`src/rtl/if_stage_pkg.sv`:
```
// rtl/if_stage_pkg.sv - shared fetch constants: reset vector, region tags, next-PC select codes
// Also provides the fetch legality check used by the PC register stage.
package if_stage_pkg;

  localparam logic [31:0] RESET_PC_DEFAULT = 32'h4000_0000;
  localparam logic [3:0]  BIOS_REGION      = 4'h4;
  localparam logic [3:0]  IMEM_REGION      = 4'h1;
  localparam int          PC_SEL_W         = 3;

  typedef enum logic [PC_SEL_W-1:0] {
    PC_SEL_RESET  = 3'd0,
    PC_SEL_FLUSH  = 3'd1,
    PC_SEL_HOLD   = 3'd2,
    PC_SEL_TARGET = 3'd3,
    PC_SEL_SEQ    = 3'd4
  } pc_sel_e;

  // Offset bits above a region's word-address width must be zero.
  function automatic logic pc_legal(input logic [31:0] pc, input int bios_aw, input int imem_aw);
    logic [27:0] off;
    off = pc[27:0];
    if (pc[1:0] != 2'b00) return 1'b0;
    if (pc[31:28] == BIOS_REGION) return (off >> (bios_aw + 2)) == 28'd0;
    if (pc[31:28] == IMEM_REGION) return (off >> (imem_aw + 2)) == 28'd0;
    return 1'b0;
  endfunction

endpackage

```
`src/rtl/if_stage_if.sv`:
```
// rtl/if_stage_if.sv - redirect/stall control bundle from decode and execute into fetch
interface if_stage_if;
  logic        ex_flush;
  logic [31:0] ex_target;
  logic [31:0] id_target;
  logic        id_target_taken;
  logic        id_stall;
  logic        ex_stall;

  modport master (
    output ex_flush, ex_target, id_target, id_target_taken, id_stall, ex_stall
  );

  modport slave (
    input ex_flush, ex_target, id_target, id_target_taken, id_stall, ex_stall
  );
endinterface

```
`src/rtl/if_stage_perf_cnt.sv`:
```
// rtl/if_stage_perf_cnt.sv - fetch, redirect and stall event counters (wrap at 2^32)
module if_perf_cnt (
  input  logic        clk,
  input  logic        rst,
  input  logic        id_valid,
  input  logic        stall,
  input  logic        ex_flush,
  output logic [31:0] fetch_cnt,
  output logic [31:0] redirect_cnt,
  output logic [31:0] stall_cnt
);
  always_ff @(posedge clk) begin
    if (rst) begin
      fetch_cnt    <= '0;
      redirect_cnt <= '0;
      stall_cnt    <= '0;
    end else begin
      if (id_valid && !stall && !ex_flush) fetch_cnt <= fetch_cnt + 32'd1;
      if (ex_flush) redirect_cnt <= redirect_cnt + 32'd1;
      if (stall && !ex_flush) stall_cnt <= stall_cnt + 32'd1;
    end
  end
endmodule

```
`src/rtl/mux.sv`:
```
// rtl/mux.sv - generic 2**SW-way one-hot-free select mux
module mux #(
  parameter int W  = 32,
  parameter int SW = 3
) (
  input  logic [(2**SW)-1:0][W-1:0] din,
  input  logic [SW-1:0]             sel,
  output logic [W-1:0]              dout
);
  assign dout = din[sel];
endmodule

```
`src/rtl/pipeline_reg.sv`:
```
// rtl/pipeline_reg.sv - pipeline register with synchronous active-high reset to RESET_VAL
module pipeline_reg #(
  parameter int         W         = 32,
  parameter logic [W-1:0] RESET_VAL = '0
) (
  input  logic         clk,
  input  logic         rst,
  input  logic [W-1:0] d,
  output logic [W-1:0] q
);
  always_ff @(posedge clk) begin
    if (rst) q <= RESET_VAL;
    else     q <= d;
  end
endmodule

```
`src/rtl/if_stage.sv`:
```
// rtl/if_stage.sv - instruction fetch: next-PC select, memory addressing, sticky fetch fault
// Optional counters built only when IF_PERF_CNT_EN is defined.
module if_stage
  import if_stage_pkg::*;
#(
  parameter logic [31:0] RESET_PC = RESET_PC_DEFAULT,
  parameter int          BIOS_AW  = 12,
  parameter int          IMEM_AW  = 14
) (
  input  logic               clk,
  input  logic               rst,
  if_stage_if.slave          ctrl,
  output logic [31:0]        if_pc,
  output logic [BIOS_AW-1:0] if_bios_addr,
  output logic [IMEM_AW-1:0] if_imem_addr,
  output logic [31:0]        id_pc,
  output logic               id_valid,
  output logic               if_fault,
  output logic [31:0]        if_fault_pc,
  output logic [31:0]        if_fetch_cnt,
  output logic [31:0]        if_redirect_cnt,
  output logic [31:0]        if_stall_cnt
);

  logic                           stall;
  logic                           fetch_legal;
  pc_sel_e                        pc_sel;
  logic [(2**PC_SEL_W)-1:0][31:0] pc_cand;

  assign stall = ctrl.id_stall | ctrl.ex_stall;

  // Flush outranks stall so a redirect is never lost; stall outranks a taken
  // target so the held branch re-resolves after release.
  always_comb begin
    pc_sel = PC_SEL_SEQ;
    if (rst)                       pc_sel = PC_SEL_RESET;
    else if (ctrl.ex_flush)        pc_sel = PC_SEL_FLUSH;
    else if (stall)                pc_sel = PC_SEL_HOLD;
    else if (ctrl.id_target_taken) pc_sel = PC_SEL_TARGET;
  end

  always_comb begin
    pc_cand                = '0;
    pc_cand[PC_SEL_RESET]  = RESET_PC;
    pc_cand[PC_SEL_FLUSH]  = ctrl.ex_target;
    pc_cand[PC_SEL_HOLD]   = id_pc;
    pc_cand[PC_SEL_TARGET] = ctrl.id_target;
    pc_cand[PC_SEL_SEQ]    = id_pc + 32'd4;
  end

  mux #(.W(32), .SW(PC_SEL_W)) u_pc_mux (
    .din  (pc_cand),
    .sel  (pc_sel),
    .dout (if_pc)
  );

  pipeline_reg #(.W(32), .RESET_VAL(RESET_PC)) u_pc_reg (
    .clk (clk),
    .rst (rst),
    .d   (if_pc),
    .q   (id_pc)
  );

  assign if_bios_addr = if_pc[BIOS_AW+1:2];
  assign if_imem_addr = if_pc[IMEM_AW+1:2];
  assign fetch_legal  = pc_legal(if_pc, BIOS_AW, IMEM_AW);

  always_ff @(posedge clk) begin
    if (rst) begin
      id_valid    <= 1'b1;
      if_fault    <= 1'b0;
      if_fault_pc <= '0;
    end else begin
      id_valid <= fetch_legal;
      if (!fetch_legal && !if_fault) begin
        if_fault    <= 1'b1;
        if_fault_pc <= if_pc;
      end
    end
  end

`ifdef IF_PERF_CNT_EN
  if_perf_cnt u_perf_cnt (
    .clk          (clk),
    .rst          (rst),
    .id_valid     (id_valid),
    .stall        (stall),
    .ex_flush     (ctrl.ex_flush),
    .fetch_cnt    (if_fetch_cnt),
    .redirect_cnt (if_redirect_cnt),
    .stall_cnt    (if_stall_cnt)
  );
`else
  assign if_fetch_cnt    = '0;
  assign if_redirect_cnt = '0;
  assign if_stall_cnt    = '0;
`endif

endmodule
```
`src/flat_wrapper.sv`:
```
// flat-port wrapper written by rule: the top's interface ports become plain ports
module if_stage_flat import if_stage_pkg::*;
#(
  parameter logic [31:0] RESET_PC = RESET_PC_DEFAULT,
  parameter int          BIOS_AW  = 12,
  parameter int          IMEM_AW  = 14
)
  (clk, rst, if_pc, if_bios_addr, if_imem_addr, id_pc, id_valid, if_fault, if_fault_pc, if_fetch_cnt, if_redirect_cnt, if_stall_cnt, ctrl_ex_flush, ctrl_ex_target, ctrl_id_target, ctrl_id_target_taken, ctrl_id_stall, ctrl_ex_stall);
  if_stage_if ctrl_i ();
  input  logic clk;
  input  logic rst;
  output logic [31:0] if_pc;
  output logic [BIOS_AW-1:0] if_bios_addr;
  output logic [IMEM_AW-1:0] if_imem_addr;
  output logic [31:0] id_pc;
  output logic id_valid;
  output logic if_fault;
  output logic [31:0] if_fault_pc;
  output logic [31:0] if_fetch_cnt;
  output logic [31:0] if_redirect_cnt;
  output logic [31:0] if_stall_cnt;
  input wire logic [$bits(ctrl_i.ex_flush)-1:0] ctrl_ex_flush;
  input wire logic [$bits(ctrl_i.ex_target)-1:0] ctrl_ex_target;
  input wire logic [$bits(ctrl_i.id_target)-1:0] ctrl_id_target;
  input wire logic [$bits(ctrl_i.id_target_taken)-1:0] ctrl_id_target_taken;
  input wire logic [$bits(ctrl_i.id_stall)-1:0] ctrl_id_stall;
  input wire logic [$bits(ctrl_i.ex_stall)-1:0] ctrl_ex_stall;
  assign ctrl_i.ex_flush = ctrl_ex_flush;
  assign ctrl_i.ex_target = ctrl_ex_target;
  assign ctrl_i.id_target = ctrl_id_target;
  assign ctrl_i.id_target_taken = ctrl_id_target_taken;
  assign ctrl_i.id_stall = ctrl_id_stall;
  assign ctrl_i.ex_stall = ctrl_ex_stall;
  if_stage #(.RESET_PC(RESET_PC), .BIOS_AW(BIOS_AW), .IMEM_AW(IMEM_AW)) u_core (.clk(clk), .rst(rst), .ctrl(ctrl_i), .if_pc(if_pc), .if_bios_addr(if_bios_addr), .if_imem_addr(if_imem_addr), .id_pc(id_pc), .id_valid(id_valid), .if_fault(if_fault), .if_fault_pc(if_fault_pc), .if_fetch_cnt(if_fetch_cnt), .if_redirect_cnt(if_redirect_cnt), .if_stall_cnt(if_stall_cnt));
endmodule
```
`config.mk`:
```
export PLATFORM = sky130hd
export DESIGN_NAME = if_stage_flat
export DESIGN_NICKNAME = d
export VERILOG_FILES = /design/src/rtl/if_stage_pkg.sv /design/src/rtl/if_stage_if.sv /design/src/rtl/if_stage_perf_cnt.sv /design/src/rtl/mux.sv /design/src/rtl/pipeline_reg.sv /design/src/rtl/if_stage.sv /design/src/flat_wrapper.sv
export SDC_FILE = /design/constraint.sdc
export NUM_CORES = 1
export LEC_CHECK = 0
export ABC_AREA = 1
export CORE_MARGIN = 3
export CORE_UTILIZATION = 36
export DETAILED_ROUTE_END_ITERATION = 16
export HOLD_SLACK_MARGIN = 0.08
export PLACE_DENSITY = 0.79
export SYNTH_ARGS = -nofsm -noshare
export SYNTH_HDL_FRONTEND = slang
export SYNTH_SLANG_ARGS = --single-unit
```
`constraint.sdc`:
```
create_clock -name clk -period 2.25 [get_ports clk]
set_clock_uncertainty 0.15 [all_clocks]
set_input_delay 0.3375 -clock clk [delete_from_list [all_inputs] [get_ports clk]]
set_output_delay 0.3375 -clock clk [all_outputs]
set_load 0.02 [all_outputs]
```
### Word level (Yosys, flattened, before mapping)

Cells that the tools add are included.
W data, S select, Z words.

* equality and inequality tests: 2
* bitwise logic cells: 1
* muxes and demuxes: 18
* $lt $le $gt $ge: 1
* add/sub/neg operators: 1
* reduce and logical (&&, ||, !) cells: 6

Operators by type and width (count)
* $bmux W32 S3: 1
* $logic_not A28 Y1: 2
* $add A32 B3 Y32 const B: 1
* $mux W32: 1
* $mux W1: 12
* $mux W3: 4
* $eq A4 B1 Y1 const B: 1
* $eq A4 B3 Y1 const B: 1
* $lt A3 B4 Y1 const B: 1
* $logic_not A1 Y1: 2
* $reduce_bool A2 Y1: 1
* $logic_and A1 B1 Y1: 1
* $or A1 B1 Y1: 1

* register bits after elaboration: 66
* word-level logic and storage cells: 33
* output and inout port bits: 220
* bits of input ports: 70

### Longest topological paths before layout

Gate-level depths: netlist of run 1.

* word-level depth: 16
* gate-level depth with buffers: 19

### Cells and area by module

Synthesis of run 1 repeated with hierarchy kept, for this count alone.

* cell total of the unflattened synthesis: 1480
* area, all modules: 7767.4 um^2

By module, submodules not included
* mux: area each 3484.6 um^2, seq. area each 0.0 um^2, instances 1, cells an instance 851
* if_stage: area each 3364.5 um^2, seq. area each 680.7 um^2, instances 1, cells an instance 529
* pipeline_reg: area each 918.4 um^2, seq. area each 640.6 um^2, instances 1, cells an instance 100

### Worst setup path before layout of run 1

No wires, ideal clock.

* path kind: input -> output
* start point: input port ctrl_id_target_taken
* end point: output port if_imem_addr[5]
* buffers on the path: 2
* slack: -0.563 ns
* cell stages on the path: 5
* arrival time: 2.326 ns
* data required time: 1.762 ns
* path through: nor3_4 -> nand2_1 -> clkbuf_1 -> o311ai_0 -> buf_4

* word-level cells in the longest chain between the ends: 6

RTL lines
* from (decl): RTL line flat_wrapper.sv:25 `input wire logic [$bits(ctrl_i.id_target_taken)-1:0] ctrl_id_target_taken;`
* $mux W3: RTL line if_stage.sv:39 `else if (ctrl.id_target_taken) pc_sel = PC_SEL_TARGET;`
* $mux W3: RTL line if_stage.sv:38 `else if (stall) pc_sel = PC_SEL_HOLD;`
* $mux W3: RTL line if_stage.sv:37 `else if (ctrl.ex_flush) pc_sel = PC_SEL_FLUSH;`
* $mux W3: RTL line if_stage.sv:36 `if (rst) pc_sel = PC_SEL_RESET;`
* $bmux W32 S3: RTL line mux.sv:10 `assign dout = din[sel];`
* $mux W32 (not written as such): RTL line mux.sv:10
* to (decl): RTL line flat_wrapper.sv:14 `output logic [IMEM_AW-1:0] if_imem_addr;`

Every way passes these cells. The select of a mux whose other input is x is not followed.

### Worst setup path in the final report of run 1

* start point: register u_core.u_pc_reg.q[2]
* end point: register u_core.if_fault_pc[19]

* word-level cells in the longest chain between the ends: 12
* elaborated cells between the ends (all ways): 19
* those cells by class: add/sub: 1; eq/ne: 2; mux: 12; reduce/logical: 4

RTL lines
* from (decl): RTL line pipeline_reg.sv:9 `output logic [W-1:0] q`
* from (signal assigned): RTL line pipeline_reg.sv:12 `if (rst) q <= RESET_VAL;`
* from (signal assigned): RTL line pipeline_reg.sv:13 `else q <= d;`
* $add A32 B3 Y32 (*): RTL line if_stage.sv:48 `pc_cand[PC_SEL_SEQ] = id_pc + 32'd4;`
* $bmux W32 S3 (*): RTL line mux.sv:10
* $mux W32 (not written as such) (*): RTL line mux.sv:10
* $eq A4 B1 Y1: RTL line if_stage_pkg.sv:24 `if (pc[31:28] == IMEM_REGION) return (off >> (imem_aw + 2)) == 28'd0;`
* $mux W1 (2 in a row): RTL line if_stage_pkg.sv:24
* $mux W1: RTL line if_stage_pkg.sv:23 `if (pc[31:28] == BIOS_REGION) return (off >> (bios_aw + 2)) == 28'd0;`
* $mux W1: RTL line if_stage_pkg.sv:25 `return 1'b0;`
* $mux W1: RTL line if_stage_pkg.sv:24
* $mux W1: RTL line if_stage_pkg.sv:23
* $logic_not A1 Y1: RTL line if_stage.sv:75 `if (!fetch_legal && !if_fault) begin`
* $logic_and A1 B1 Y1: RTL line if_stage.sv:75
* to (signal assigned): RTL line if_stage.sv:77 `if_fault_pc <= if_pc;`
* to (decl): RTL line if_stage.sv:19 `output logic [31:0] if_fault_pc,`

Every way passes the cells marked *; elsewhere a longest branch is shown, timed or not. The select of a mux whose other input is x is not followed.
A chain may end at the register's enable or synchronous reset.

==> reports/results.ini, run 1 <==
[logic_synthesis]
yosysTopAreaCellShare=0.248
yosysMostFrequentCell=nand2_1
synth.area.mux_share=0
synthXorXnorAreaFrac=0.00658
synth-adder-area-share=0.00235
seq_area_frac_synth=0.248
synthesis.area_sq_um=5320
yosysTopAreaCell=dfxtp_1
ys_types=35
yosys.area_share.simple=0.393
synth-edff-count=0
yosys-top-cells-count=nand2_1, buf_4, nor2_1, nand3_1, inv_1
synth_top_family_by_area=simple AND/OR/NAND/NOR gates
syn_inst=850
synth-seq-cells=66
synthArstFlopShare=0
synth_area_leaders=dfxtp_1, buf_4, nand2_1
synth_compound_area_frac=0.0844
yosys_warnings=0
syn_avg_cell_area_sq_um=6.26
synth_ff_type=dfxtp_1

[timing]
setup_viol=71
timing.slew.headroom=0.598
worstMarginPinSlew_ps=603
fmax_mhz=389
rsz0062_at_grt=yes
fin_crit_ps=2570
period_share=1.14
drv_slew=0
hold_viol=0
setup_ws_ps=-321

[critical_path]
cp.depth=15
critPathLaunch=u_core.u_pc_reg.q[2]
path_buf_inv=1
required_ps=2330
reg2reg_from=u_core.u_pc_reg.q[2]
worstSetupPathType=flip-flop to flip-flop
start_kind=flip-flop
crit_family=simple AND/OR/NAND/NOR gates
cpMaxStageDelayCell=dfxtp_4
crit_top_cell=nor2_4
cp-endpoint=u_core.if_fault_pc[19]
critPathCaptureType=flip-flop
regToRegEndpoint=u_core.if_fault_pc[19]
r2r_cells=15
max_stage_delay_ps=400
rrSetupSlack_ps=-320
crit_chain=ha_4 > nand2_4 > nor2_4 > nand2_4 > nor2_4 > nand2_1 > nand3_2 > nand3_4 > nor2_2 > nand3_4 > nor2_4 > nand2_8 > clkbuf_16 > a21oi_1 > nor2_1
crit_fanout=13
arrival_ps=2650

[layout]
syn_to_final_growth_pct=83.3
fin_nets=1261
finish.utilization=0.689
drive_above_1_share=0.405
diodes=0

[cts]
clk_latency_ps=350
htree_num_levels=3
cts_tree=done
hold_buffers=0
clock_sinks=66
cts_buffer_depth=2
clk_pin_slew_ps=60
cts-buffers-inserted=9
root_buffer=clkbuf_16

[pwr]
pwr_density_cell_nw_per_um2=452
p_leak_uw=0.00458
vdd_drop_max_mv=0.473

[place]
hpwl_um=16600
place.gp.congestion=0.897
port_buffers=193
dp_slack_ps=-954

[floorplan]
core.rowCount=43
io-pin-count=290
initial_core_util=0.376
fp.coreArea_sq_um=14100
dieWidth_um=128
die_height_um=128
die_area_sq_um=16300

[grt]
grt_start_max_net_pins=54
grt.busiest_layer=met2
antenna_found_initial=0
grt_overflow=0
grt_pass1_wl_um=32600
use_met2=0.445
grt_pass1_vias=6103
track_usage=0.256
use_met1=0.315
use_met3=0.0527

[run]
cap_violations=0

[outcome]
violations=setup timing
status=complete, but fails checks

[detailed_routing]
via_count=6491
drc=0
dr.pass1.iters=5
ant_nets=0
wire_per_inst_um=16.5
drt_wl_total_um=22600
drtIter0Drc=465
viasPerCell=4.72

[worst_hold_path]
hp-class=input port to flip-flop

worst min path at each step:
stage | from | endpoint | slack, ps | cells after the start
after floorplan | rst | u_core.if_fault | 290 | 1
after global placement | u_core.if_fault_pc[19] | u_core.if_fault_pc[19] | 310 | 2
after detailed placement | u_core.if_fault_pc[1] | u_core.if_fault_pc[1] | 320 | 2
after CTS | rst | u_core.if_fault | 230 | 2
after global routing | rst | u_core.if_fault | 130 | 2
final | rst | u_core.if_fault | 130 | 2
state kept, by name (all words and copies together) (netlist names):
name / cells
u_core.id_valid: 1
u_core.if_fault_pc: 32
u_core.u_pc_reg.q: 32
u_core.if_fault: 1
cell usage in the layout, fill, tap and decap left out, drive strengths merged, types with 27 or more instances in the layout:
cell           count
buf              250
dfxtp             66
inv               80
conb              96
nor2             133
nand2            209
nand3             83
a21oi             39
nand3b            27
clkdlybuf4s50    130
repair_timing:
item                                    in CTS  in global routing
endpoints found under the setup margin      92                 92
pin swaps                                   34                 55
resized for setup                          432                161
cloned                                       2                  4
buffers inserted                            21                 30
stage by stage:
stage                     TNS (ps)  total power, uW  area (sq um)  cells  hold WS, ps
after floorplan               -146             2170          5910    945          288
after global placement      -77270             2710          8010   1302          311
after detailed placement    -79940             2720          8010   1302          322
after CTS                    -8780             4250          8900   1340          227
after global routing        -20970             4590          9760   1374          132
final                       -14590             4410          9760   1374          133
per-layer routing:
metal	share of wire	up-vias
li1	-	3165
met1	0.40	2995
met5	0	-
met2	0.49	301
met3	0.078	30
met4	0.031	0
cell families after synthesis:
group           count (synthesis)
other cells                     1
xor+xnor                        4
flops                          66
fa+ha+maj                       1
simple gates                  463
compound gates                 79
buf+inv                       236
worst reg2reg max path: cells and delay by family (launching register included):
family                     cells  cell delay, ps
AOI/OAI and AO/OA              1             130
DFF                            1             400
buffers and inverters          1             210
adders and majority gates      1             160
and+or+nand+nor               12            1420
where the power goes:
group | switching [uW] | total [uW] | leakage (uW) | internal, uW
combinational | 912 | 1670 | 0.00388 | 758
sequential | 70.1 | 1300 | 0.000551 | 1230
clock | 564 | 1440 | 0.000145 | 879
final cells by class:
type / count / area (sq um)
Inverter: 85 / 349
Tap cell: 180 / 225
Sequential cell: 66 / 1380
Fill cell: 1172 / 4390
Multi-Input combinational cell: 644 / 3860
Clock inverter: 5 / 53.8
Timing Repair Buffer: 384 / 3650
Clock buffer: 10 / 239
Power figures use the tool's default switching activity.
==> inputs of run 2 (changes only) <==
CELL_PAD_IN_SITES_DETAIL_PLACEMENT = 1   (was not set)
CELL_PAD_IN_SITES_GLOBAL_PLACEMENT = 1   (was not set)
CORE_UTILIZATION = 23   (was 36)
PLACE_DENSITY = 0.76   (was 0.79)
==> run 2 against run 1 <==
Effect of this change: the run still ends with setup timing left; design area grew 10%; non-clock buffer count grew 64; die area grew 54%; critical path depth shrank 5; sequential power is essentially flat; largest power group unchanged; critical path type is now flip-flop to primary output; via count grew 6.0%; register-to-register slack is essentially flat; first-iteration DRC count shrank 52%; sequential cell count is the same; sequential share of layout area shrank 1.3 points; wire length grew 28%.
==> reports/results.ini, run 2 (same netlist as run 1, synthesis figures left out) <==
[layout]
nFillCells=2722
fin_nets=1325
mostFrequentLayoutCell=buf_4
multi_input_area_sq_um=4090
diodes=0
regArea_sq_um=1380
reg_top3=u_core.if_fault_pc (32), u_core.u_pc_reg.q (32)
final_cells=1544
drive_above_1_share=0.465
syn_to_final_growth_pct=102
layout_common_cells=buf_4, nand2_1, clkdlybuf4s50_1, buf_6, conb_1
final_area_sq_um=10700

[floorplan]
core.rowCount=55
die_height_um=158
dieWidth_um=158
die_area_sq_um=25000
initial_core_util=0.234
fp.coreArea_sq_um=22700
io-pin-count=290

[timing]
hold_viol=0
fin_crit_ps=2630
setup_viol=90
rsz0062_at_grt=yes
setup_ws_ps=-376
worstMarginPinSlew_ps=591
fmax_mhz=381
timing.slew.headroom=0.604
drv_slew=0
timing.hold.ws_ps=137
period_share=1.17

[worst_hold_path]
hp-class=input port to flip-flop

[critical_path]
max_stage_delay_ps=400
critPathCaptureType=primary output
cpMaxStageDelayCell=dfxtp_4
crit_fanout=4
crit_chain=ha_4 > nand2_4 > nor2_4 > nand2_4 > buf_6 > xnor2_2 > a221oi_2 > buf_4 > inv_4 > buf_6
required_ps=1760
worstSetupPathType=flip-flop to primary output
start_kind=flip-flop
arrival_ps=2140

[grt]
antenna_found_initial=1
track_usage=0.213
grt_overflow=0
grt_pass1_vias=7187
grt_pass1_wl_um=40500
grt_start_max_net_pins=29

[pwr]
vdd_drop_max_mv=0.405
p_leak_uw=0.00501
pwr_density_cell_nw_per_um2=424

[detailed_routing]
dr.pass1.iters=4
drtIter0Drc=223
drc=0
viasPerCell=4.46
drt_wl_total_um=29000
via_count=6882
wire_per_inst_um=18.8
ant_nets=0

[place]
postPlaceCellArea_sq_um=8330
place.gp.congestion=0.885
hpwl_um=20600
port_buffers=193
dp.cells=1431

[cts]
clk_latency_ps=350
clock_sinks=66
root_buffer=clkbuf_16
htree_num_levels=3
cts_buffer_depth=2
hold_buffers=0
cts_tree=done
cts-buffers-inserted=9
clk_pin_slew_ps=60

[outcome]
violations=setup timing
status=complete, but fails checks

[run]
cap_violations=0

==> run 2: cell count changes in the layout (fill, tap and decap cells not counted), moves of 5 or more <==
cell,change
nand2_4,+11
nand2_1,-20
nor2_2,-5
buf_6,+28
nand2_2,+10
buf_2,-5
a21oi_1,-15
buf_4,+37
a21oi_2,+13
nor2_4,+5
==> run 2: layout make-up <==
| class | instances | area share |
|---|---|---|
| multi-input combinational | 644 | 0.381 |
| inverter | 85 | 0.0330 |
| clock inverter | 4 | 0.00233 |
| tap | 285 | 0.0332 |
| timing repair buffer | 448 | 0.398 |
| clock buffer | 12 | 0.0239 |
| sequential | 66 | 0.129 |
==> run 2: where the power goes <==
part,leakage [uW],internal (uW),switching (uW)
registers,0.000550,1230,76.9
clock network,0.000143,807,592
logic,0.00432,855,995
total,0.00501,2890,1660
==> run 2: per-stage QoR <==
step / TNS (ps) / setup slack, ps / util / power (uW)
3_5_place_dp: -86630 / -1140 / 0.367 / 2780
6_report: -19320 / -376 / 0.473 / 4550
2_1_floorplan: -146 / -43.8 / - / 2170
3_3_place_gp: -81830 / -1070 / 0.367 / 2760
5_1_grt: -27090 / -455 / 0.473 / 4750
4_1_cts: -13250 / -267 / 0.436 / 4420
==> run 2: path summary, 6_finish.rpt <==
check | startpoint | slack (ps) | cells after the start | endpoint
worst max-delay path | u_core.u_pc_reg.q[2] | -380 | 10 | if_pc[10]
worst min-delay path | rst | 140 | 3 | u_core.if_fault
worst max register to register | u_core.u_pc_reg.q[2] | -330 | 16 | u_core.if_fault_pc[11]
worst min register to register | u_core.if_fault_pc[0] | 330 | 2 | u_core.if_fault_pc[0]
==> run 2: worst max-delay path, delay by kind of cell, from the launching register on <==
family / cells / cell delay, ps
buf+inv: 4 / 470
xor+xnor: 1 / 120
simple gates: 3 / 370
fa+ha+maj: 1 / 170
flops: 1 / 400
compound gates: 1 / 250
==> run 2: what timing repair did <==
| item | CTS | global route |
|---|---|---|
| pin swaps | 71 | 74 |
| resized for setup | 529 | 151 |
| cloned | 2 | 4 |
| setup endpoints to repair | 93 | 92 |
| endpoints found under the hold margin | 0 | 0 |
| setup buffers | 63 | 34 |
==> run 2: routing by layer <==
layer | GRT usage | wire length (um) | vias up
met5 | 0 | 11 | -
met4 | 0.0610 | 658 | 2
met3 | 0.0405 | 1720 | 39
met2 | 0.396 | 15200 | 251
met1 | 0.246 | 11400 | 3319
li1 | - | - | 3271
==> inputs of run 3 (changes only) <==
CELL_PAD_IN_SITES_DETAIL_PLACEMENT = not set   (was 1)
CELL_PAD_IN_SITES_GLOBAL_PLACEMENT = not set   (was 1)
CORE_UTILIZATION = 36   (was 23)
PLACE_DENSITY = 0.77   (was 0.76)
SKIP_CTS_REPAIR_TIMING = 1   (was not set)
==> run 3 against run 2 <==
Effect of this change: the flow still finishes with violations (setup timing); utilization grew 20 points; design area shrank 11%; via count shrank 4.7%; largest power group unchanged.
==> reports/results.ini, run 3 (same netlist as run 1, synthesis figures left out) <==
[outcome]
status=complete, but fails checks
violations=setup timing

[grt]
grt_pass1_vias=5618
antenna_found_initial=0
grt_start_max_net_pins=29
track_usage=0.242
grt_overflow=0
use_met1=0.295
grt_pass1_wl_um=30500
use_met2=0.431
grt.busiest_layer=met2
use_met3=0.0594

[layout]
finish.utilization=0.672
layout_common_cells=buf_4, nand2_1, clkdlybuf4s50_1, conb_1, nor2_1
drive_above_1_share=0.385
final_area_sq_um=9510
reg_top3=u_core.if_fault_pc (32), u_core.u_pc_reg.q (32)
diodes=0
final_cells=1367
mostFrequentLayoutCell=buf_4
fin_nets=1254
syn_to_final_growth_pct=78.7

[floorplan]
dieWidth_um=128
initial_core_util=0.376
io-pin-count=290
fp.coreArea_sq_um=14100
die_height_um=128
die_area_sq_um=16300
core.rowCount=43

[timing]
hold_viol=0
drv_slew=0
fin_crit_ps=2540
setup_viol=85
timing.hold.ws_ps=331
period_share=1.13
fmax_mhz=393
rsz0062_at_grt=yes
setup_ws_ps=-295

[pwr]
finalPower_uw=4430
pwr_density_cell_nw_per_um2=466
power_frac_clock=0.345
vdd_drop_max_mv=0.433
seq_power_share=0.293
switching_power_uw=1510
switching_share=0.342
p_leak_uw=0.00460
internal-power_uw=2920
pwr-share-comb=0.362

[cts]
clk_latency_ps=350
htree_num_levels=3
cts_tree=done
cts-buffers-inserted=9
root_buffer=clkbuf_16
cts_buffer_depth=2
clk_pin_slew_ps=60
clock_sinks=66

[critical_path]
crit_top_cell=nor2_4
crit_fanout=7
cpMaxStageDelayCell=dfxtp_4
arrival_ps=2630
max_stage_delay_ps=400
worstSetupPathType=flip-flop to flip-flop
crit_family=simple AND/OR/NAND/NOR gates
crit_chain=nand2_4 > nor2_4 > nand2_2 > nor2_4 > nand3_1 > nand3_2 > nand2_2 > buf_4 > nor2_2 > nand3_2 > nor2_4 > nand2_4 > clkbuf_16 > a21oi_2 > nor2_1
required_ps=2330
path_buf_inv=2
critPathCaptureType=flip-flop
start_kind=flip-flop

[place]
port_buffers=193
place.gp.congestion=0.929
dp.cells=1295
postPlaceCellArea_sq_um=7920
hpwl_um=16700

[detailed_routing]
via_count=6560
viasPerCell=4.80
drtIter0Drc=427
dr.pass1.iters=5
wire_per_inst_um=17.0
ant_nets=0
drc=0
drt_wl_total_um=23200

[run]
cap_violations=0

[worst_hold_path]
hp-class=flip-flop to flip-flop

run 3: cell count changes in the layout (fill, tap and decap cells not counted), moves of 10 or more:
cell and change:
buf_4 -34, nand3_1 +12, nand2_1 +15, buf_6 -33, nor2_1 +10, a21oi_1 +11
a21oi_2 -10
run 3: per-layer routing:
metal	wire, um	up-vias
met2	11700	321
met1	8890	3064
met5	0	-
met4	560	0
li1	-	3130
met3	2090	45
run 3: worst reg2reg max path, stage by stage (launching register included):
cell	delay, ps
dfxtp_4	400
nand2_4	70
nor2_4	180
nand2_2	110
nor2_4	160
nand3_1	110
nand3_2	100
nand2_2	60
buf_4	150
nor2_2	130
nand3_2	110
nor2_4	180
nand2_4	140
clkbuf_16	200
a21oi_2	130
nor2_1	60
run 3: path summary, 6_finish.rpt:
| check | startpoint | to | slack, ps | depth (start not counted) |
|---|---|---|---|---|
| setup reg to reg | u_core.u_pc_reg.q[3] | u_core.if_fault_pc[1] | -290 | 15 |
| hold / removal | u_core.if_fault_pc[13] | u_core.if_fault_pc[13] | 330 | 2 |
| setup / recovery | u_core.u_pc_reg.q[3] | u_core.if_fault_pc[1] | -290 | 15 |
| hold reg to reg | u_core.if_fault_pc[13] | u_core.if_fault_pc[13] | 330 | 2 |
run 3: layout make-up:
type / count / area [sq um]
multi-input combinational: 644 / 3780
inverter: 85 / 333
clock buffer: 14 / 285
clock inverter: 1 / 30.0
tap: 180 / 225
sequential: 66 / 1380
fill: 1191 / 4640
timing repair buffer: 377 / 3480
run 3: power by group through the flow:
stage / clock network, uW / registers [uW] / logic, uW
final: 1530 / 1300 / 1600
after detailed placement: 0 / 1310 / 1390
after global routing: 1600 / 1310 / 1700
after floorplan: 0 / 1380 / 789
after global placement: 0 / 1310 / 1380
after CTS: 1550 / 1290 / 1400
run 3: through the flow:
step | setup TNS (ps) | setup WS (ps)
final | -16040 | -295
after floorplan | -146 | -43.8
after detailed placement | -81040 | -1030
after global placement | -78570 | -1000
after global routing | -24700 | -450
after CTS | -69380 | -1040
